[config.mk]
export PLATFORM = sky130hd
export DESIGN_NAME = wb_strobe_regbank
export DESIGN_NICKNAME = d
export VERILOG_FILES = /design/src/rtl/wb_strobe_regbank.sv
export SDC_FILE = /design/constraint.sdc
export NUM_CORES = 1
export LEC_CHECK = 0
export BUFFER_PORTS_ARGS = -buffer_cell sky130_fd_sc_hd__buf_2
export CORE_MARGIN = 5
export CORE_UTILIZATION = 53
export CTS_CLUSTER_DIAMETER = 100
export DETAILED_ROUTE_END_ITERATION = 8
export GPL_TIMING_DRIVEN = 0
export PLACE_DENSITY = 0.86
export SLEW_MARGIN = 25
export SYNTH_ARGS = -nofsm -noshare
export SYNTH_HDL_FRONTEND = slang
export SYNTH_SLANG_ARGS = --single-unit
[constraint.sdc]
create_clock -name clk_i -period 1.77 [get_ports clk_i]
set_input_delay 0.2655 -clock clk_i [delete_from_list [all_inputs] [get_ports clk_i]]
set_output_delay 0.2655 -clock clk_i [all_outputs]
set_load 0.005 [all_outputs]
[src/rtl/wb_strobe_regbank.sv]
// Wishbone register bank: NREGS byte-maskable registers with per-register write/read
// strobes, error response on unmapped addresses and optional write/read pipelining.
module wb_strobe_regbank #(
  parameter int                     NREGS     = 4,
  parameter int                     WIDTH     = 32,
  parameter logic [NREGS*WIDTH-1:0] RESET_VAL = '0,
  parameter int                     PIPE_WR   = 1,
  parameter int                     PIPE_RD   = 1
) (
  input  logic                   clk_i,
  input  logic                   rst_n_i,
  input  logic                   wb_cyc_i,
  input  logic                   wb_stb_i,
  input  logic                   wb_we_i,
  input  logic [3:0]             wb_adr_i,
  input  logic [3:0]             wb_sel_i,
  input  logic [31:0]            wb_dat_i,
  output logic                   wb_ack_o,
  output logic                   wb_err_o,
  output logic                   wb_rty_o,
  output logic                   wb_stall_o,
  output logic [31:0]            wb_dat_o,
  output logic [NREGS*WIDTH-1:0] regs_o,
  output logic [NREGS-1:0]       wr_o,
  output logic [NREGS-1:0]       rd_o
);

  localparam logic [4:0] NREGS_L = 5'(NREGS);

  logic        en, mapped, done;
  logic        rd_req, wr_req;
  logic        rip_q, rip_d, wip_q, wip_d;
  logic        wd_vld, wd_map;
  logic [3:0]  wd_adr, wd_sel;
  logic [31:0] wd_dat;
  logic [WIDTH-1:0] bmask;
  logic [NREGS-1:0] wr_hit;
  logic [NREGS-1:0] wr_q;
  logic        wack_q, werr_q;
  logic        rack_p1_q, rerr_p1_q;
  logic [31:0] rdat_p1_q;
  logic        rack, rerr;
  logic [31:0] rdat;
  logic [31:0] rword [16];
  logic        unused_ok;

  assign en     = wb_cyc_i & wb_stb_i;
  assign mapped = ({1'b0, wb_adr_i} < NREGS_L);
  assign done   = wb_ack_o | wb_err_o;

  // A single busy pair blocks any new request until the outstanding one is answered
  assign rd_req = rst_n_i & en & ~wb_we_i & ~rip_q & ~wip_q;
  assign wr_req = rst_n_i & en &  wb_we_i & ~wip_q & ~rip_q;
  assign rip_d  = rd_req | (rip_q & ~done);
  assign wip_d  = wr_req | (wip_q & ~done);

  always_ff @(posedge clk_i or negedge rst_n_i) begin
    if (!rst_n_i) begin
      rip_q <= 1'b0;
      wip_q <= 1'b0;
    end else begin
      rip_q <= rip_d;
      wip_q <= wip_d;
    end
  end

  // Write request stage: either registered once or decoded straight from the bus
  if (PIPE_WR != 0) begin : g_wpipe
    logic        vld_p1_q, map_p1_q;
    logic [3:0]  adr_p1_q, sel_p1_q;
    logic [31:0] dat_p1_q;
    always_ff @(posedge clk_i or negedge rst_n_i) begin
      if (!rst_n_i) begin
        vld_p1_q <= 1'b0;
        map_p1_q <= 1'b0;
        adr_p1_q <= '0;
        sel_p1_q <= '0;
        dat_p1_q <= '0;
      end else begin
        vld_p1_q <= wr_req;
        map_p1_q <= mapped;
        adr_p1_q <= wb_adr_i;
        sel_p1_q <= wb_sel_i;
        dat_p1_q <= wb_dat_i;
      end
    end
    assign wd_vld = vld_p1_q;
    assign wd_map = map_p1_q;
    assign wd_adr = adr_p1_q;
    assign wd_sel = sel_p1_q;
    assign wd_dat = dat_p1_q;
  end else begin : g_wdirect
    assign wd_vld = wr_req;
    assign wd_map = mapped;
    assign wd_adr = wb_adr_i;
    assign wd_sel = wb_sel_i;
    assign wd_dat = wb_dat_i;
  end

  for (genvar k = 0; k < WIDTH; k++) begin : g_mask
    assign bmask[k] = wd_sel[k/8];
  end

  // Decode stage: register file update and per-register strobes
  for (genvar i = 0; i < NREGS; i++) begin : g_reg
    logic [WIDTH-1:0] reg_q, reg_d;
    assign wr_hit[i] = wd_vld & wd_map & (wd_adr == 4'(i));
    assign reg_d     = wr_hit[i] ? ((reg_q & ~bmask) | (wd_dat[WIDTH-1:0] & bmask)) : reg_q;
    always_ff @(posedge clk_i or negedge rst_n_i) begin
      if (!rst_n_i) reg_q <= RESET_VAL[i*WIDTH +: WIDTH];
      else          reg_q <= reg_d;
    end
    assign regs_o[i*WIDTH +: WIDTH] = reg_q;
    assign rword[i] = 32'(reg_q);
    assign rd_o[i]  = rd_req & (wb_adr_i == 4'(i));
  end

  for (genvar i = NREGS; i < 16; i++) begin : g_unmapped
    assign rword[i] = '0;
  end

  always_ff @(posedge clk_i or negedge rst_n_i) begin
    if (!rst_n_i) begin
      wr_q      <= '0;
      wack_q    <= 1'b0;
      werr_q    <= 1'b0;
      rack_p1_q <= 1'b0;
      rerr_p1_q <= 1'b0;
      rdat_p1_q <= '0;
    end else begin
      wr_q      <= wr_hit;
      wack_q    <= wd_vld & wd_map;
      werr_q    <= wd_vld & ~wd_map;
      rack_p1_q <= rd_req & mapped;
      rerr_p1_q <= rd_req & ~mapped;
      rdat_p1_q <= rd_req ? rword[wb_adr_i] : '0;
    end
  end

  // Optional extra read response stage
  if (PIPE_RD != 0) begin : g_rpipe
    logic        rack_p2_q, rerr_p2_q;
    logic [31:0] rdat_p2_q;
    always_ff @(posedge clk_i or negedge rst_n_i) begin
      if (!rst_n_i) begin
        rack_p2_q <= 1'b0;
        rerr_p2_q <= 1'b0;
        rdat_p2_q <= '0;
      end else begin
        rack_p2_q <= rack_p1_q;
        rerr_p2_q <= rerr_p1_q;
        rdat_p2_q <= rdat_p1_q;
      end
    end
    assign rack = rack_p2_q;
    assign rerr = rerr_p2_q;
    assign rdat = rdat_p2_q;
  end else begin : g_rdirect
    assign rack = rack_p1_q;
    assign rerr = rerr_p1_q;
    assign rdat = rdat_p1_q;
  end

  assign wb_ack_o   = wack_q | rack;
  assign wb_err_o   = werr_q | rerr;
  assign wb_dat_o   = rdat;
  assign wb_rty_o   = 1'b0;
  assign wb_stall_o = en & ~done;
  assign wr_o       = wr_q;

  // Data bits above WIDTH and their byte selects are deliberately dropped
  assign unused_ok = ^{wd_dat, wd_sel};

endmodule

* After elaboration in Yosys (flattened, before gate mapping) *
Cells that the tools add are included.

cells by class
  order comparisons = 2
  eq/ne operators = 6
  multiplexer cells = 4
  bitwise logic cells = 45
  reduce and logical (&&, ||, !) cells = 2

operators with widths
  operator            number
  $and 32x32->32      5
  $bmux 32 s4         1
  $or 32x32->32       4
  $mux 32             3
  $not 32->32         1
  $and 1x1->1         23
  $eq 4x2->1 const B  4
  $eq 4x1->1 const B  2
  $logic_not 4->1     2
  $not 1->1           6
  $ge 5x5->1 const B  1
  $not 4->5           1
  $or 1x1->1          5
  $lt 4x3->1 const B  1

storage, ports and cells
  bits in registers = 246
  input port bits = 45
  output and inout bits = 172
  logic and storage cells = 79

* Logic depth before layout (Yosys ltp) *
  word-level depth = 6
  gate-level depth with buffers = 5
  depth with buffers taken out = 4

* Worst setup path after synthesis *
Ideal clock, no wire load.

  kind = register to register
  from = register g_wpipe.adr_p1_q[2]
  to = register (tool-made name)
  library setup time = 0.125 ns
  arrival time = 1.388 ns
  data required time = 1.645 ns
  setup slack = 0.256 ns
  cell stages (with the launch flop) = 6
  clock period less this slack = 1.514 ns
  cell sequence = dfrtp_1 -> and4bb_4 -> buf_6 -> and3_1 -> buf_6 -> mux2_4

RTL lines
  item                    line  text
  from (decl)             70    logic [3:0] adr_p1_q, sel_p1_q;
  from (signal assigned)  82    adr_p1_q <= wb_adr_i;

* Worst setup path after layout *
  from = register wip_q
  to = output port rd_o[1]

on the way
  word-level cells in the longest chain between the ends = 3

RTL lines
  item                    line  text
  from (decl)             32    logic rip_q, rip_d, wip_q, wip_d;
  from (signal assigned)  63    wip_q <= wip_d;
  $not 1->1               52    assign rd_req = rst_n_i & en & ~wb_we_i & ~rip_q & ~wip_q;
  $and 1x1->1             52
  $and 1x1->1             115   assign rd_o[i] = rd_req & (wb_adr_i == 4'(i));
  to (decl)               25    output logic [NREGS-1:0] rd_o

No other way between the ends.

==> reports/qor.csv <==
metric,value,unit
yosys.area_share.xor_xnor,0,%
hold_viol_final,57,
drive_above_1_share,54.6,%
cp.required,1500,ps
final_common_cell,dfrtp_1,
synthMuxAreaShare,25.1,%
clock_skew,10.3,ps
die_w,142,microns
slew_headroom,60.0,%
synth_cells,512,
irDropWorstVdd,0.849,mV
cts_tree,built,
period_share,108,%
cp-end-kind,primary output,
grt_pass1_vias,6232,
post-route-drc-count,0,
max_cap_violations,0,
crit_path_max_fanout,4,
final_core_util,69.9,%
cp_data_arrival_time,1640,ps
syn-cell-area,9220,sq um
slew_viol_final,0,
first_pass_iters,4,
num_antenna_cells,0,
reg2reg_from,g_wpipe.adr_p1_q[2]$_DFF_PN0_,
cp_cell_sequence,and4b_2 -> nand3_4 -> nor3b_2 -> buf_2,
synth-simple-area-share,5.27,%
initial_core_util,53.7,%
synth_compound_area_share,0.136,%
port-buffer-count,215,
grtUsageTotal,22.5,%
yosys.area_share.adder,0,%
grt_pass1_wl,35.4,mm
cp_slowest_cell,dfrtp_1,
rr_worst_depth,5,
violations,"negative hold slack, negative setup slack",
dp.cells,954,
placed_cell_area,10600,sq um
grt_start_max_net_pins,101,
rsz0062_at_grt,true,
clk_transition_reported_paths,60,ps
clk_latency,510,ps
status,"finished, violations left",
setup_viol,5,
hp-class,input pin to async pin,
via_per_inst,5.32,
cts_buffers,25,
slowest_delay,370,ps
floorplan.rows,48,
hpwl,14.8,mm
ys_ff_latch,246,
fin_cells,1045,
design.final.nets,848,
area_growth,30.3,%
vias,5564,
dieArea,20100,sq um
r2r_slack,80,ps
crit_type,register to primary output,
yosysUniqueCellTypes,26,
ys_seq_area_share,66.8,%
pre_cts_ws,-491,ps
wl_per_cell,21.2,microns
cts.sinks,246,
overflow,0,
io_pins,217,
finalCriticalPeriod,1910,ps
ys_warn_count,0,
fmax,525,MHz
core_area,17200,sq um
startpoint_type,register,
power,11400,uW
power_density,952,nW/um^2
htreeDepth,1,
cts-root-buf,clkbuf_16,
setup_ws,-136,ps
drtAntennaViolNets,0,
drt_iter0_drc,300,
layout_common_cells,"246 x dfrtp_1, 218 x buf_2, 106 x mux2_2, 42 x dlygate4sd3_1, 38 x and2_1",
p_leak,0.00664,uW
crit_start,wip_q$_DFF_PN0_,
clockBufferDepth,3,
die_h,142,microns
avgSynthCellArea,18.0,sq um
synth_top_family_by_area,multiplexers,
holdBufCountCts,42,
final_cell_area,12000,sq um
antenna_found_initial,0,
syn-num-nets,557,
worst_slew_pin_slew,600,ps
holdWs,-316,ps
gp_congestion,0.837,
totalWireLength,22.2,mm
-- worst max-delay path: cells and delay by family, from the launching register on --
| family | cells | cell delay [ps] |
|---|---|---|
| buffers and inverters | 1 | 140 |
| and+or+nand+nor | 3 | 620 |
| DFF | 1 | 370 |
-- what timing repair did --
item / in CTS / in global routing
setup buffers: 4 / 2
resized for setup: 10 / 1
endpoints found under the hold margin: 99 / 57
gates cloned: 0 / 0
pin swaps: 5 / 3
setup endpoints to repair: 25 / 47
-- synthesized netlist by cell type, drive strengths merged --
| library cell | instances | area, sq um |
|---|---|---|
| nor3b | 2 | 15.0 |
| o21ai | 1 | 5.00 |
| nand3 | 5 | 45.0 |
| inv | 2 | 7.51 |
| and2 | 38 | 238 |
| or2 | 2 | 12.5 |
| mux4 | 32 | 788 |
| and4bb | 1 | 16.3 |
| and3 | 15 | 93.8 |
| dfrtp | 246 | 6160 |
| buf | 23 | 230 |
| nor2 | 2 | 7.51 |
| and4b | 1 | 10.0 |
| conb | 1 | 3.75 |
| clkbuf | 3 | 11.3 |
| nand2 | 2 | 7.51 |
| a21o | 1 | 7.51 |
| nor4 | 1 | 6.26 |
| nor3 | 3 | 15.0 |
| mux2 | 128 | 1520 |
| nor2b | 3 | 18.8 |
-- routing by layer --
layer	track usage [%]	wire, microns
met1	29.9	8870
met2	37.8	11300
met3	4.11	1360
met4	7.68	634
met5	0	0
-- power by group --
part	leakage, uW	switching [uW]	internal [uW]
Combinational	0.00287	197	160
Clock	0.000433	2120	3240
Sequential	0.00334	45.9	5670
Total	0.00664	2360	9080
-- worst max-delay path by stage --
stage	slack, ps	cells past startpoint	endpoint
floorplan	260	5	register
global placement	-4180	6	rdat_p1_q[18]$_DFF_PN0_
detailed placement	-490	6	rdat_p1_q[18]$_DFF_PN0_
CTS	-150	4	rd_o[1]
global route	-200	5	rd_o[3]
finish	-140	4	rd_o[1]
-- kinds of logic (layout without fill, tap and decap cells) --
family / after synthesis / after routing
flip-flops: 246 / 246
multiplexers: 160 / 160
AND/OR/NAND/NOR: 75 / 75
buffers and inverters: 28 / 336
AO/OA/AOI/OAI: 2 / 2
other: 1 / 1
-- through the flow --
stage | hold slack (ps) | TNS [ps]
5_1_grt | -293 | -874
2_1_floorplan | -30.1 | 0
6_report | -316 | -476
3_5_place_dp | 226 | -10280
3_3_place_gp | 333 | -1001530
4_1_cts | -320 | -571
-- area by class of cell --
type,count,area (sq um)
plain buffers,25,239
clock buffers,34,749
clock inverters,10,108
fillers,1122,5170
inverters,2,7.51
multi-input cells,238,2860
flip-flops and latches,246,6160
well taps,225,282
repair buffers,265,1610
No activity file was read; power rests on OpenSTA's default activity.
